File: src/rtl/core_dbg_pkg.sv
// core_dbg_pkg: register map, bit positions and FSM state encoding for the core debug controller
package core_dbg_pkg;
  localparam int DATA_W_DEF = 32;
  localparam int IDX_ID = 0;
  localparam int IDX_CTRL = 1;
  localparam int IDX_STATUS = 2;
  localparam int IDX_REG_IDX = 3;
  localparam int IDX_REG_DATA = 4;
  localparam int IDX_REG_CMD = 5;
  localparam int IDX_BP_ADDR = 6;
  localparam int IDX_BP_CTRL = 7;
  localparam int IDX_PC = 8;
  localparam int CTRL_HALT = 0;
  localparam int CTRL_RESUME = 1;
  localparam int CTRL_STEP = 2;
  localparam int CTRL_CLR = 3;
  localparam int CMD_GO = 0;
  localparam int CMD_WRITE = 1;
  localparam int ST_HALTED = 0;
  localparam int ST_BUSY = 1;
  localparam int ST_TMO = 2;
  localparam int ST_CMD = 3;
  localparam int ST_BP = 4;
  localparam int ST_STATE = 5;
  typedef enum logic [2:0] {
    S_RUNNING  = 3'd0,
    S_HALTING  = 3'd1,
    S_RESUMING = 3'd2,
    S_HALTED   = 3'd3,
    S_STEPPING = 3'd4,
    S_REG_ACC  = 3'd5
  } dbg_state_e;
endpackage

File: src/rtl/core_dbg_timeout.sv
// core_dbg_timeout: loadable down-counter that pulses expire once it has run down while enabled
module core_dbg_timeout #(
  parameter int TIMEOUT = 1024
) (
  input  logic clk,
  input  logic rst_n,
  input  logic load,
  input  logic en,
  output logic expire
);
  localparam int W = $clog2(TIMEOUT + 1);
  logic [W-1:0] cnt_q, cnt_d;
  always_comb cnt_d = load ? W'(TIMEOUT - 1) : (en && cnt_q != '0) ? cnt_q - W'(1) : cnt_q;
  assign expire = en && cnt_q == '0;
  always_ff @(posedge clk) begin
    if (!rst_n) cnt_q <= '0;
    else cnt_q <= cnt_d;
  end
endmodule

File: src/rtl/core_dbg_ctrl.sv
// core_dbg_ctrl: debug register map plus halt/resume/step/GPR-access handshake FSM towards the core
module core_dbg_ctrl
  import core_dbg_pkg::*;
#(
  parameter int ADDR_W = 5,
  parameter int DATA_W = DATA_W_DEF,
  parameter logic [DATA_W-1:0] ID_VALUE = 32'hDC00_0001,
  parameter int TIMEOUT = 1024
) (
  input  logic              clk,
  input  logic              rst_n,
  input  logic              dbg_req,
  input  logic              dbg_wr_rd,
  input  logic [ADDR_W-1:0] dbg_addr,
  input  logic [DATA_W-1:0] dbg_wdata,
  output logic [DATA_W-1:0] dbg_rdata,
  output logic              dbg_rvalid,
  output logic              core_halt_req,
  output logic              core_resume_req,
  output logic              core_step,
  input  logic              core_halted,
  input  logic [DATA_W-1:0] core_pc,
  output logic              core_reg_req,
  output logic              core_reg_wr,
  output logic [4:0]        core_reg_idx,
  output logic [DATA_W-1:0] core_reg_wdata,
  input  logic [DATA_W-1:0] core_reg_rdata,
  input  logic              core_reg_ack,
  output logic              bp_en,
  output logic [DATA_W-1:0] bp_addr,
  input  logic              core_bp_hit
);
  dbg_state_e state_q, state_d;
  logic step_q, step_d, reg_wr_q, reg_wr_d, bp_en_q, bp_en_d, rvalid_q, rvalid_d;
  logic tmo_q, tmo_d, cmd_q, cmd_d, bph_q, bph_d;
  logic [4:0] reg_idx_q, reg_idx_d;
  logic [DATA_W-1:0] reg_data_q, reg_data_d, bp_addr_q, bp_addr_d, rdata_q, rdata_d, rd_mux;
  logic [7:0] status;
  logic wr_req, rd_req, wr_ctrl, wr_cmd, wr_idx, wr_data, wr_bpa, wr_bpc;
  logic halt_cmd, resume_cmd, step_cmd, go_cmd, clr, legal, busy, expire, tmo_set, cmd_set;
  assign wr_req = dbg_req && dbg_wr_rd;
  assign rd_req = dbg_req && !dbg_wr_rd;
  assign wr_ctrl = wr_req && dbg_addr == ADDR_W'(IDX_CTRL);
  assign wr_cmd = wr_req && dbg_addr == ADDR_W'(IDX_REG_CMD);
  assign wr_idx = wr_req && dbg_addr == ADDR_W'(IDX_REG_IDX);
  assign wr_data = wr_req && dbg_addr == ADDR_W'(IDX_REG_DATA);
  assign wr_bpa = wr_req && dbg_addr == ADDR_W'(IDX_BP_ADDR);
  assign wr_bpc = wr_req && dbg_addr == ADDR_W'(IDX_BP_CTRL);
  assign halt_cmd = wr_ctrl && dbg_wdata[CTRL_HALT];
  assign resume_cmd = wr_ctrl && !dbg_wdata[CTRL_HALT] && dbg_wdata[CTRL_RESUME];
  assign step_cmd = wr_ctrl && !dbg_wdata[CTRL_HALT] && !dbg_wdata[CTRL_RESUME] && dbg_wdata[CTRL_STEP];
  assign go_cmd = wr_cmd && dbg_wdata[CMD_GO];
  assign clr = wr_ctrl && dbg_wdata[CTRL_CLR];
  assign busy = state_q != S_RUNNING && state_q != S_HALTED;
  assign legal = (state_q == S_RUNNING && halt_cmd) || (state_q == S_HALTED && (resume_cmd || step_cmd || go_cmd));
  core_dbg_timeout #(.TIMEOUT(TIMEOUT)) u_tmo (
    .clk(clk), .rst_n(rst_n), .load(state_d != state_q), .en(busy), .expire(expire)
  );
  always_comb begin
    state_d = state_q;
    step_d = step_q;
    reg_wr_d = reg_wr_q;
    tmo_set = 1'b0;
    case (state_q)
      S_RUNNING: state_d = halt_cmd ? S_HALTING : core_halted ? S_HALTED : S_RUNNING;
      S_HALTING: state_d = core_halted ? S_HALTED : S_HALTING;
      S_HALTED: begin
        state_d = (resume_cmd || step_cmd) ? S_RESUMING : go_cmd ? S_REG_ACC : S_HALTED;
        step_d = (resume_cmd || step_cmd) ? step_cmd : step_q;
        reg_wr_d = go_cmd ? dbg_wdata[CMD_WRITE] : reg_wr_q;
      end
      S_RESUMING: state_d = core_halted ? S_RESUMING : step_q ? S_STEPPING : S_RUNNING;
      S_STEPPING: state_d = core_halted ? S_HALTED : S_STEPPING;
      S_REG_ACC: state_d = core_reg_ack ? S_HALTED : S_REG_ACC;
      default: state_d = S_RUNNING;
    endcase
    if (busy && expire && state_d == state_q) begin
      state_d = core_halted ? S_HALTED : S_RUNNING;
      tmo_set = 1'b1;
    end
    cmd_set = ((halt_cmd || resume_cmd || step_cmd || go_cmd) && !legal) || (wr_data && state_q == S_REG_ACC);
    tmo_d = tmo_set || (tmo_q && !clr);
    cmd_d = cmd_set || (cmd_q && !clr);
    bph_d = core_bp_hit || (bph_q && !clr);
    reg_idx_d = wr_idx ? dbg_wdata[4:0] : reg_idx_q;
    reg_data_d = (state_q == S_REG_ACC && core_reg_ack && !reg_wr_q) ? core_reg_rdata :
                 (wr_data && state_q != S_REG_ACC) ? dbg_wdata : reg_data_q;
    bp_addr_d = wr_bpa ? dbg_wdata : bp_addr_q;
    bp_en_d = wr_bpc ? dbg_wdata[0] : bp_en_q;
  end
  always_comb begin
    status = '0;
    status[ST_HALTED] = core_halted;
    status[ST_BUSY] = busy;
    status[ST_TMO] = tmo_q;
    status[ST_CMD] = cmd_q;
    status[ST_BP] = bph_q;
    status[ST_STATE +: 3] = state_q;
    rd_mux = '0;
    case (dbg_addr)
      ADDR_W'(IDX_ID): rd_mux = ID_VALUE;
      ADDR_W'(IDX_STATUS): rd_mux = DATA_W'(status);
      ADDR_W'(IDX_REG_IDX): rd_mux = DATA_W'(reg_idx_q);
      ADDR_W'(IDX_REG_DATA): rd_mux = reg_data_q;
      ADDR_W'(IDX_BP_ADDR): rd_mux = bp_addr_q;
      ADDR_W'(IDX_BP_CTRL): rd_mux = DATA_W'(bp_en_q);
      ADDR_W'(IDX_PC): rd_mux = core_pc;
      default: rd_mux = '0;
    endcase
    rdata_d = rd_req ? rd_mux : rdata_q;
    rvalid_d = rd_req;
  end
  always_ff @(posedge clk) begin
    if (!rst_n) begin
      state_q <= S_RUNNING;
      step_q <= 1'b0;
      reg_wr_q <= 1'b0;
      tmo_q <= 1'b0;
      cmd_q <= 1'b0;
      bph_q <= 1'b0;
      reg_idx_q <= '0;
      reg_data_q <= '0;
      bp_addr_q <= '0;
      bp_en_q <= 1'b0;
      rdata_q <= '0;
      rvalid_q <= 1'b0;
    end else begin
      state_q <= state_d;
      step_q <= step_d;
      reg_wr_q <= reg_wr_d;
      tmo_q <= tmo_d;
      cmd_q <= cmd_d;
      bph_q <= bph_d;
      reg_idx_q <= reg_idx_d;
      reg_data_q <= reg_data_d;
      bp_addr_q <= bp_addr_d;
      bp_en_q <= bp_en_d;
      rdata_q <= rdata_d;
      rvalid_q <= rvalid_d;
    end
  end
  assign dbg_rdata = rdata_q;
  assign dbg_rvalid = rvalid_q;
  assign core_halt_req = state_q == S_HALTING;
  assign core_resume_req = state_q == S_RESUMING;
  assign core_step = state_q == S_RESUMING && step_q;
  assign core_reg_req = state_q == S_REG_ACC;
  assign core_reg_wr = state_q == S_REG_ACC && reg_wr_q;
  assign core_reg_idx = reg_idx_q;
  assign core_reg_wdata = reg_data_q;
  assign bp_en = bp_en_q;
  assign bp_addr = bp_addr_q;
endmodule

File: config.mk
export PLATFORM = sky130hd
export DESIGN_NAME = core_dbg_ctrl
export DESIGN_NICKNAME = d
export VERILOG_FILES = /design/src/rtl/core_dbg_pkg.sv /design/src/rtl/core_dbg_timeout.sv /design/src/rtl/core_dbg_ctrl.sv
export SDC_FILE = /design/constraint.sdc
export NUM_CORES = 1
export LEC_CHECK = 0
export ABC_AREA = 1
export CAP_MARGIN = 20
export CORE_AREA = 2 2 114 116
export DETAILED_ROUTE_END_ITERATION = 10
export DIE_AREA = 0 0 116 118
export PLACE_DENSITY = 0.94
export SYNTH_ARGS = -nofsm -noshare
export SYNTH_HDL_FRONTEND = slang
export SYNTH_SLANG_ARGS = --single-unit
File: constraint.sdc
create_clock -name clk -period 3.55 [get_ports clk]
set_input_delay 0.355 -clock clk [delete_from_list [all_inputs] [get_ports clk]]
set_output_delay 0.355 -clock clk [all_outputs]
set_load 0.03 [all_outputs]
==> After elaboration in Yosys (flattened, before gate mapping) <==
Cells that the tools add are included.
{ "totals": {"regBits": 122, "input_bits": 108, "elab_cells": 108} }
{ "op_classes": {"n_addsub": 1, "eq_ne": 17, "muxes": 17, "bitwise": 1, "n_reduce_logical": 58} }
{ "ops": {"columns": ["op", "count"], "rows": [
  ["$pmux 32 s7", 1],
  ["$mux 32", 2],
  ["$logic_and 1x1->1", 32],
  ["$mux 3", 8],
  ["$eq 5x3->1 const B", 4],
  ["$mux 10", 2],
  ["$pmux 3 s6", 1],
  ["$logic_not 11->1", 1],
  ["$reduce_bool 11->1", 1],
  ["$sub 11x1->11 const B", 1],
  ["$eq 5x2->1 const B", 2],
  ["$logic_or 1x1->1", 10],
  ["$eq 3x2->1 const B", 2],
  ["$eq 3x3->1 const B", 2],
  ["$logic_not 1->1", 6],
  ["$eq 5x1->1 const B", 1],
  ["$eq 5x4->1 const B", 1],
  ["$logic_not 5->1", 1],
  ["$mux 2", 2],
  ["$reduce_and 2->1", 2],
  ["$reduce_bool 2->1", 2],
  ["$eq 3x1->1 const B", 1],
  ["$eq 3x3->1", 1],
  ["$logic_not 3->1", 1],
  ["7 further kinds", 7]
]} }

==> Logic depth before layout (Yosys ltp) <==
{ "depth": {"word_depth": 13, "ltp_mapped": 16, "depth_no_buf": 16} }

==> Modules after synthesis <==
Synthesis repeated with hierarchy kept, for this count alone.
{ "unflattened": {"cells_unflattened": 888, "hier_area_um2": 5963.2} }
{ "modules_own_cells": {"columns": ["mod", "instances", "cells_per_inst", "area_each_um2", "seq_area_each_um2"], "rows": [
  ["core_dbg_ctrl", 1, 766, 5225.0, 2222.1],
  ["core_dbg_timeout", 1, 122, 738.2, 220.2]
]} }

==> Worst setup path after synthesis <==
Ideal clock, no wire load.
{ "synth_timing": {"path_kind": "reg2reg", "from": "register state_q[1]", "to": "register u_tmo.cnt_q[0]", "setup_time_ns": 0.138, "arrival_time_ns": 1.955, "required_time_ns": 3.412, "slack_ns": 1.457, "stages_incl_launch_ff": 15, "n_path_buf": 0, "period_less_slack_ns": 2.093, "cell_sequence": "dfxtp_1 -> inv_2 -> nand2_2 -> nor2_1 -> inv_1 -> nand2_1 -> nand2_1 -> nand3_1 -> nand2_1 -> nand2_4 -> nand3_1 -> nand2_1 -> nand3_4 -> nor2_8 -> a21oi_2"} }
{ "synth_via": {"word_cells_on_any_way": 19, "cone_classes": "8 x eq/ne; 3 x mux; 8 x reduce/logical"} }
{ "synth_rtl": {"columns": ["item", "line", "rtl"], "rows": [
  ["start: declaration", "core_dbg_ctrl.sv:33", "dbg_state_e state_q, state_d;"],
  ["start signal: assignment", "core_dbg_ctrl.sv:128", "state_q <= state_d;"],
  ["$eq 3x1->1 (*)", null, null],
  ["named net core_halt_req", "core_dbg_ctrl.sv:18", "output logic core_halt_req,"],
  ["$pmux 3 s6 (*)", "core_dbg_ctrl.sv:64", "case (state_q)"],
  ["$eq 3x3->1", "core_dbg_ctrl.sv:77", "if (busy && expire && state_d == state_q) begin"],
  ["$logic_and 1x1->1", "core_dbg_ctrl.sv:77", null],
  ["$mux 3 (*)", "core_dbg_ctrl.sv:77", null],
  ["$ne 3x3->1 (*)", "core_dbg_ctrl.sv:57", ".clk(clk), .rst_n(rst_n), .load(state_d != state_q), .en(busy), .expire(expire)"],
  ["$mux 10 or $reduce_bool 2->1 (tied branches)", null, null],
  ["end signal: assignment", "core_dbg_timeout.sv:17", "else cnt_q <= cnt_d;"],
  ["end: declaration", "core_dbg_timeout.sv:12", "logic [W-1:0] cnt_q, cnt_d;"]
]} }
Mark *: on every way through the listed nets, which the timed path passes. The rest lies on a longest branch.
A chain may end at the register's enable or synchronous reset.

==> Final worst setup path <==
{ "layout_timing": {"from": "register state_q[2]", "to": "output port core_reg_wr"} }
{ "layout_via": {"elab_chain_cells": 2} }
{ "layout_lines": {"columns": ["item", "line", "rtl"], "rows": [
  ["$eq 3x3->1", "core_dbg_ctrl.sv:148", "assign core_reg_wr = state_q == S_REG_ACC && reg_wr_q;"],
  ["$logic_and 1x1->1", "core_dbg_ctrl.sv:148", null],
  ["end: declaration", "core_dbg_ctrl.sv:24", "output logic core_reg_wr,"]
]} }
Every way passes these cells.

==> results by group <==
Timing
  – Final min period: between 2000 and 3000 ps
  – Hold violation total from the final report: 0
  – Slew @ Worst Pin: 1040 ps
  – Slew headroom: 0.309
  – Setup ws final: 589 ps
  – Final Cycle Share: 0.834
  – Setup TNS: 0 ps
  – RSZ-0062 raised after global routing: false
  – Hold Slack: approximately 460 ps
  – Fmax: 0.338 GHz
  – Max-slew violation count: 0
  – Max Clock Skew: 9.35 ps
  – Finish-stage setup viols: 0

Clocking
  – PostCTS Resize Cnt: 0
  – Hold_buf cts: 0
  – Clk pin slew, worst setup/hold paths: around 60 ps
  – Root buf cell: clkbuf_16
  – Clock Path Buffers: 2
  – Clock Sinks: approximately 120
  – Total CTS buffers: 17
  – TritonCTS clock tree: yes
  – Setup Buffers After CTS: 0
  – Skew-Pair Late Insertion Delay: 420 ps
  – H-tree level count: 4

Setup path
  – Arr. time, crit path: ~2600 ps
  – Crit-path max FO: 19
  – Crit. End Element: output port
  – Critical Path Source Type: register
  – WP data required: ~3200 ps
  – Critical path class: reg -> out

Routing
  – First-pass DRT Iterations: 6
  – Vias post-DR: 6969
  – # DRC: 0
  – Vias per cell: 5.71
  – Initial DRC count: 636
  – Final WL: around 23000 um
  – Drt wl/cell: 18.6 um
  – Post-Route M1 WL: 8990 um
  – DR WL met3: 2340 um
  – Antenna viol nets, final: 0
  – Max Used Layer: met4
  – Met2 WL: 10400 um

Cells and area
  – P&R area growth vs syn: 49.7%
  – Fillers: 965
  – Share of layout cells above drive strength 1: 0.0773
  – NumNets Final: 1144
  – Post-Route Utilization: 0.706

Placed design
  – Dpl hpwl: 15200 um
  – Place WS: 824 ps
  – Routability-driven placement congestion ratio: ~0.97
  – IO Port Bufs: 215

Global routing
  – Global-route wire length before repair: 34900 um
  – Total GRT Usage: 0.329
  – Initial antenna violation count: 0
  – Largest net degree at the start of global routing: 73
  – Remaining global-route overflow: 0
  – Vias in the first global route: 6498

Synth
  – Syn Std Cell Area: 5850 um2
  – Synth warn: 0
  – Syn nets: 954
  – Post-Syn Instances: 845
  – Synth cell types: 35
  – Syn_area_per_cell: 6.92 um2
  – Post-synthesis sequential area ratio: 0.417
  – Yosys reg bits: 122

Power and ir drop
  – Pleak: 0.00346 uW
  – PwrDens: roughly 420 nW/um2
  – VDD IR max: 330 uV
  – Pwr Total: ~3700 uW

Worst hold path
  – HP Class: reg -> reg

Floorplan
  – Area of the core: between 10000 and 15000 um2
  – Num rows: 41
  – DIE AREA: 13700 um2
  – I/O pin count: approximately 220
  – Die height: 118 um
  – Initial Utilization: 0.471
  – DIE WIDTH: about 120 um

Outcome
  – Status: completed

Job
  – MaxCap Viol Count: 0
-- cells in the final DEF (no fill, tap or decap), types with 4 or more instances in the layout --
cell | Yosys | layout
nand2_1 | 227 | 226
clkdlybuf4s50_1 | 0 | 214
dfxtp_1 | 122 | 122
nor2_1 | 95 | 92
o21ai_0 | 77 | 77
a21oi_1 | 48 | 48
inv_1 | 43 | 43
nand3_1 | 42 | 42
nand4_1 | 39 | 39
a31oi_1 | 33 | 33
clkbuf_16 | 0 | 17
buf_4 | 1 | 12
a21oi_2 | 10 | 10
xor2_1 | 7 | 7
nand2_2 | 4 | 5
nor2_2 | 3 | 5
nor2_4 | 3 | 4
a22o_1 | 4 | 4
bufinv_16 | 0 | 4
-- per-layer routing --
metal | up-vias | global-route usage
li1 | 3219 | -
met3 | 81 | 0.0886
met2 | 480 | 0.505
met5 | - | 0
met4 | 0 | 0.170
met1 | 3189 | 0.419
-- metrics by stage --
step / std cells / area (um2)
2_1_floorplan: 845 / 5850
3_3_place_gp: 1187 / 8100
3_5_place_dp: 1188 / 8130
4_1_cts: 1220 / 8760
5_1_grt: 1220 / 8760
6_report: 1221 / 8760
-- cell families after synthesis --
logic type,synth area share
AND/OR/NAND/NOR,0.325
XOR/XNOR,0.0105
AO/OA/AOI/OAI,0.176
adder cells (fa/ha/maj),0.00214
flip-flops,0.417
buffers and inverters,0.0695
-- synth_stat cells --
cell type / n / area [um2]
nand4_1: 39 / 244
buf_2: 1 / 5.00
a31oi_1: 33 / 206
buf_6: 1 / 11.3
nand3_1: 42 / 210
buf_1: 1 / 3.75
nand2_2: 4 / 25.0
nor2_2: 3 / 18.8
nand3_2: 2 / 20.0
a22o_1: 4 / 35.0
nand4_4: 1 / 21.3
nor3_1: 4 / 20.0
nor4_1: 3 / 18.8
a21oi_2: 10 / 87.6
dfxtp_1: 122 / 2440
clkbuf_1: 53 / 199
inv_1: 43 / 161
inv_2: 3 / 11.3
o2111ai_1: 3 / 26.3
o211ai_1: 3 / 22.5
nand2_4: 3 / 33.8
nor2_1: 95 / 357
o21ai_0: 77 / 385
xor2_1: 7 / 61.3
nor2_8: 1 / 20.0
a22oi_1: 1 / 7.51
nand2_1: 227 / 852
buf_4: 1 / 7.51
ha_1: 1 / 12.5
nor2_4: 3 / 33.8
nand3_4: 1 / 17.5
a21oi_1: 48 / 240
a221oi_1: 2 / 17.5
clkinv_1: 2 / 7.51
nand3b_1: 1 / 7.51
-- worst max-delay path, stage by stage, from the launching register on --
cell             delay (ps)
dfxtp_1                 540
inv_2                   120
nor2_4                  550
inv_1                   130
nor2_1                  160
clkdlybuf4s50_1         700
-- power breakdown --
part           total [uW]  leakage [uW]  internal, uW  switching (uW)
combinational         435       0.00217           194             241
sequential           1430      0.000988          1400            28.9
clock                1860      0.000303          1210             647
total                3720       0.00346          2800             917
-- flip-flops by register name, indices dropped and copies added (netlist names), 3 cells and up --
| name | count |
|---|---|
| dbg_rdata | 32 |
| core_reg_idx | 5 |
| core_reg_wdata | 32 |
| bp_addr | 32 |
| state_q | 3 |
| u_tmo.cnt_q | 11 |
-- final timing paths --
kind	startpoint	to	slack [ps]	cells after the start
worst max register to register	state_q[2]	core_reg_wdata[29]	760	7
worst min register to register	dbg_rdata[31]	dbg_rdata[31]	460	2
worst max-delay path	state_q[2]	core_reg_wr	590	5
worst min-delay path	dbg_rdata[31]	dbg_rdata[31]	460	2
-- layout make-up --
class	instances	area, um2	area share
Inverter	48	180	0.0206
Tap cell	172	215	0.0246
Timing Repair Buffer	228	2260	0.258
Sequential cell	122	2440	0.279
Clock inverter	11	168	0.0191
Antenna cell	1	2.50	0.000286
Clock buffer	21	460	0.0526
Multi-Input combinational cell	618	3030	0.346
Note: power is estimated with default switching activity, not from simulation.
==> edit 1: new RTL, same settings <==
Remove the register `rvalid_q`: a continuous assignment takes its place, so the output `dbg_rvalid` follows one clock earlier.
--- a/src/rtl/core_dbg_ctrl.sv
+++ b/src/rtl/core_dbg_ctrl.sv
@@ -123,7 +123,6 @@
       bp_addr_q <= '0;
       bp_en_q <= 1'b0;
       rdata_q <= '0;
-      rvalid_q <= 1'b0;
     end else begin
       state_q <= state_d;
       step_q <= step_d;
@@ -136,9 +135,10 @@
       bp_addr_q <= bp_addr_d;
       bp_en_q <= bp_en_d;
       rdata_q <= rdata_d;
-      rvalid_q <= rvalid_d;
     end
   end
+
+  assign rvalid_q = rvalid_d;
   assign dbg_rdata = rdata_q;
   assign dbg_rvalid = rvalid_q;
   assign core_halt_req = state_q == S_HALTING;
Formal check against the unedited RTL: not equivalent (Yosys sat finds a counterexample within 4 cycles, from zero or initial values and one cycle with rst_n low).
==> edit 1 against the unedited design <==
Synthesized area rose by 2.1%. Utilization rose by 0.61 points. Wire length fell by 4.1%. Power barely moved. Die area did not move. Design area rose by 0.87%. Fmax rose by 6.9%. Sequential cell count fell by 1. Worst setup slack improved by 0.19 ns. Largest cell class unchanged. Highest routed layer unchanged.
==> edit 1: results (changes against the unedited design) <==
stage	metric	value	unit	change
run_status	status	completed		
timing	Worst-Margin Slew	0.694	ns	-0.342 ns
final_layout	fill cell count	994		+3.0%
power	Worst VDD drop	0.259	mV	-22%
clocking	H-tree depth	4		unchanged
placement	post-placement cell count	1202		+1.2%
final_layout	multi-input logic cell count	620		+0.32%
logic_synthesis	Syn Inst Count	860		+1.8%
detailed_routing	total number of vias	6920		-0.70%
logic_synthesis	Post-Synth Adder-Cell Area	0.210	%	-0.0043 points
final_layout	post-route insts no fill	1233		+0.98%
final_layout	Non-clk invs	60		+25%
global_routing	largest net degree at the start of global routing	45		-38%
setup_path	CP delay by family, top	simple AND/OR/NAND/NOR gates		
setup_path	Worst Reg2Reg Path Length in Cells	15		+8
global_routing	met1 usage	38.2	%	-3.7 points
global_routing	first-pass GRT wire length	33400	microns	-4.3%
final_layout	FF+latch area	2420	sq um	-0.82%
setup_path	Worst Setup EP	u_tmo.cnt_q[9]		
logic_synthesis	sequential share of the synthesized area	40.6	%	-1.2 points
power	Leak	0.00351	uW	+1.2%
setup_path	r2r setup slk	0.78	ns	+0.02 ns
logic_synthesis	synth top area cells	dfxtp_1 41%, nand2_1 14%, o21ai_0 5.8%		
logic_synthesis	XOR/XNOR Fraction of Synth Area	1.32	%	+0.27 points
global_routing	met3 GRT Util	9.27	%	+0.41 points
placement	Final Wtd Congestion	0.949		-2.0%
final_layout	Plain + repair buffers	229		+0.44%
global_routing	GRT Total Usage	31.3	%	-1.5 points
clocking	clk sinks	121		-0.82%
detailed_routing	Initial DRC Count	723		+14%
logic_synthesis	post-synthesis compound-gate area fraction	16.9	%	-0.69 points
hold_path	Hold Crit Class	reg2reg		
detailed_routing	total routed wirelength	21800	microns	-4.1%
setup_path	CP arrival	3.07	ns	+0.46 ns
timing	Max Clock Skew	0.00963	ns	+0.000278 ns
logic_synthesis	most frequent cells after synthesis	222 x nand2_1, 121 x dfxtp_1, 90 x nor2_1, 69 x o21ai_0, 52 x a21oi_1		
detailed_routing	drt first pass iters	5		-1
placement	dpl hpwl	14600	microns	-3.9%
logic_synthesis	Yosys cell types	40		+14%
final_layout	clock buffers	19		-9.5%
setup_path	Critical-path top delay cell	dfxtp_1		
setup_path	slowest stage delay, CP	0.60	ns	-0.10 ns
logic_synthesis	syn_nets	969		+1.6%
-- edit 1: cell count changes in the layout (fill, tap and decap cells not counted), moves of 4 or more --
cell / delta
o21ai_1: +8
o21ai_0: -8
nand3_1: -4
nand3_2: +13
a21oi_2: -10
nand2_1: -5
nand2_2: +4
a21oi_1: +4
nor2_1: -5
inv_2: +7
-- edit 1: metrics by stage --
stage | area [sq um] | hold WS [ns] | setup slack (ns) | util (%)
6_report | 8840 | 0.463 | 0.781 | 71.2
5_1_grt | 8840 | 0.481 | 0.544 | 71.2
4_1_cts | 8840 | 0.464 | 0.786 | 71.2
3_5_place_dp | 8210 | 0.455 | 0.644 | 66.1
3_3_place_gp | 8210 | 0.451 | 0.712 | 66.1
2_1_floorplan | 5970 | 0.446 | 1.50 | -
-- edit 1: per-layer routing --
| metal | up-vias | share of wire [%] |
|---|---|---|
| li1 | 3254 | - |
| met4 | 0 | 3.4 |
| met5 | - | 0 |
| met1 | 3162 | 39 |
| met3 | 77 | 11 |
| met2 | 427 | 47 |
-- edit 1: where the power goes --
| part | leakage, uW | total [uW] | internal, uW | switching (uW) |
|---|---|---|---|---|
| logic | 0.00223 | 464 | 206 | 258 |
| clock network | 0.000297 | 1840 | 1200 | 631 |
| registers | 0.000980 | 1420 | 1390 | 32.6 |
| total | 0.00350 | 3720 | 2800 | 922 |
-- edit 1: logic make-up (layout without fill, tap and decap cells) --
kind of cell,Yosys count,count (layout)
buf+inv,119,320
xor+xnor,9,9
flops,121,121
compound gates,181,181
simple gates,429,429
fa+ha+maj,1,1
-- edit 1: tightest hold or removal path: stages (launching register included) --
cell	delay, ns
dfxtp_1	0.30
nand2_1	0.06
a21oi_1	0.05
==> edit 2: new RTL, same settings <==
Made on the original files. Set the parameter `ADDR_W` to 6 (it was 5).
--- a/src/rtl/core_dbg_ctrl.sv
+++ b/src/rtl/core_dbg_ctrl.sv
@@ -2,7 +2,7 @@
 module core_dbg_ctrl
   import core_dbg_pkg::*;
 #(
-  parameter int ADDR_W = 5,
+  parameter int ADDR_W = 6,
   parameter int DATA_W = DATA_W_DEF,
   parameter logic [DATA_W-1:0] ID_VALUE = 32'hDC00_0001,
   parameter int TIMEOUT = 1024
Ports: changed (resized dbg_addr); port bits go from 216 to 217. The function was not compared with the original's and may differ.
==> edit 2 against the unedited design <==
Hold slack gained 0.0011 ns. Sequential cell count is the same. Combinational power shrank 13%. Clock skew shrank 0.0053 ns. Wire length shrank 7.9%. Design area shrank 2.2%. Via count shrank 4.9%. Critical path type is now reg2reg. Critical endpoint is now core_reg_wdata[7]. Power shrank 6.4%. Count of clock-buffer cells in the layout grew 4. Worst setup slack gained 0.34 ns. Synthesized area shrank 2.9%.
==> edit 2: results (changes against the unedited design) <==
stage	metric	value	unit	change
timing	Rel. slew slack	49.9	%	+19 points
placement	Cell Area, Placed	7980	sq um	-1.9%
global_routing	first-pass GRT wire length	31900	microns	-8.6%
setup_path	CP delay by family, top	simple AND/OR/NAND/NOR gates		
setup_path	slowest stage delay, CP	0.50	ns	-0.20 ns
logic_synthesis	sequential share of the synthesized area	43.0	%	+1.2 points
power	Worst VDD drop	0.265	mV	-20%
setup_path	Worst Reg2Reg Path Length in Cells	9		+2
logic_synthesis	most frequent cells after synthesis	249 x nand2_1, 122 x dfxtp_1, 98 x nor2_1, 58 x nand3_1, 54 x o21ai_0		
detailed_routing	drt first pass iters	5		-1
final_layout	fill cell count	1004		+4.0%
detailed_routing	Initial DRC Count	670		+5.3%
global_routing	GRT Total Usage	30.3	%	-2.5 points
power	Leak	0.00319	uW	-8.0%
global_routing	number of global-route vias before repair	6280		-3.4%
placement	dpl hpwl	14300	microns	-6.1%
placement	PortBufs	216		+0.47%
detailed_routing	total routed wirelength	20900	microns	-7.9%
global_routing	largest net degree at the start of global routing	52		-29%
final_layout	post-route insts no fill	1219		-0.16%
timing	Max Clock Skew	0.00408	ns	-0.00528 ns
setup_path	CP arrival	2.91	ns	+0.30 ns
setup_path	Crit Path Max Fanout	25		+6
placement	Final Wtd Congestion	0.890		-8.0%
run_status	status	completed		
clocking	setup bufs post-CTS	0		unchanged
logic_synthesis	predominant post-synthesis flop cell	dfxtp_1		
logic_synthesis	syn_nets	941		-1.4%
setup_path	Critical-path top delay cell	nand2_2		
final_layout	Antenna diodes	0		-1
logic_synthesis	synth top area cells	dfxtp_1 43%, nand2_1 16%, nor2_1 6.5%		
final_layout	share of cells above drive strength 1	7.16	%	-0.57 points
logic_synthesis	Syn Inst Count	831		-1.7%
detailed_routing	total number of vias	6628		-4.9%
[edit 2: cell types whose count changed after synthesis, moves of 12 or more]
| cell | delta |
|---|---|
| a22oi_1 | +12 |
| clkbuf_1 | -20 |
| nand2_1 | +22 |
| nand3_1 | +16 |
| nand4_1 | -29 |
| o21ai_0 | -23 |
[edit 2: through the flow]
stage | worst slack (ns) | utilization [%] | total power, uW | hold slack [ns]
floorplan | 1.47 | - | 1620 | 0.440
detailed placement | 0.539 | 64.3 | 1810 | 0.455
global route | 0.750 | 69.0 | 3590 | 0.481
global placement | 0.558 | 64.3 | 1810 | 0.450
CTS | 0.701 | 68.9 | 3480 | 0.463
finish | 0.930 | 69.0 | 3480 | 0.464
[edit 2: final timing paths]
| kind | startpoint | to | slack (ns) |
|---|---|---|---|
| worst max-delay path | state_q[2] | core_reg_wdata[7] | 0.93 |
| worst min-delay path | dbg_rdata[13] | dbg_rdata[13] | 0.46 |
| worst max register to register | state_q[2] | core_reg_wdata[7] | 0.93 |
| worst min register to register | dbg_rdata[13] | dbg_rdata[13] | 0.46 |
[edit 2: final cells by class]
type                    instances  share of cell area [%]
inverters                      49                    2.18
clock inverters                 7                    1.05
well taps                     172                    2.51
repair buffers                231                    26.6
flip-flops and latches        122                    28.5
clock buffers                  25                    5.67
multi-input cells             613                    33.4
[edit 2: tightest hold or removal path: stages, from the launching register on]
cell     delay, ns
dfxtp_1       0.30
nand2_1       0.06
a21oi_1       0.05
[edit 2: cell families (layout without fill, tap and decap cells)]
logic type               after synthesis  after routing  share of synthesized area [%]
adder cells (fa/ha/maj)                1              1                          0.220
AND/OR/NAND/NOR                      451            451                           33.6
AO/OA/AOI/OAI                        153            153                           15.1
buffers and inverters                 96            312                           6.89
XOR/XNOR                               8              8                           1.23
flip-flops                           122            122                           43.0
[edit 2: routing by layer]
metal  global-route usage [%]  vias up  routed length [microns]
met4                     15.3        0                      735
met3                     7.52       72                     2060
met2                     48.8      394                     9800
met5                        0        -                        0
met1                     37.3     3022                     8320
li1                         -     3140                        -
[edit 2: report_power, final]
| part | total (uW) | internal (uW) | switching (uW) | leakage [uW] |
|---|---|---|---|---|
| Sequential | 1410 | 1390 | 17.9 | 0.000987 |
| Combinational | 378 | 178 | 200 | 0.00192 |
| Clock | 1690 | 1080 | 611 | 0.000277 |
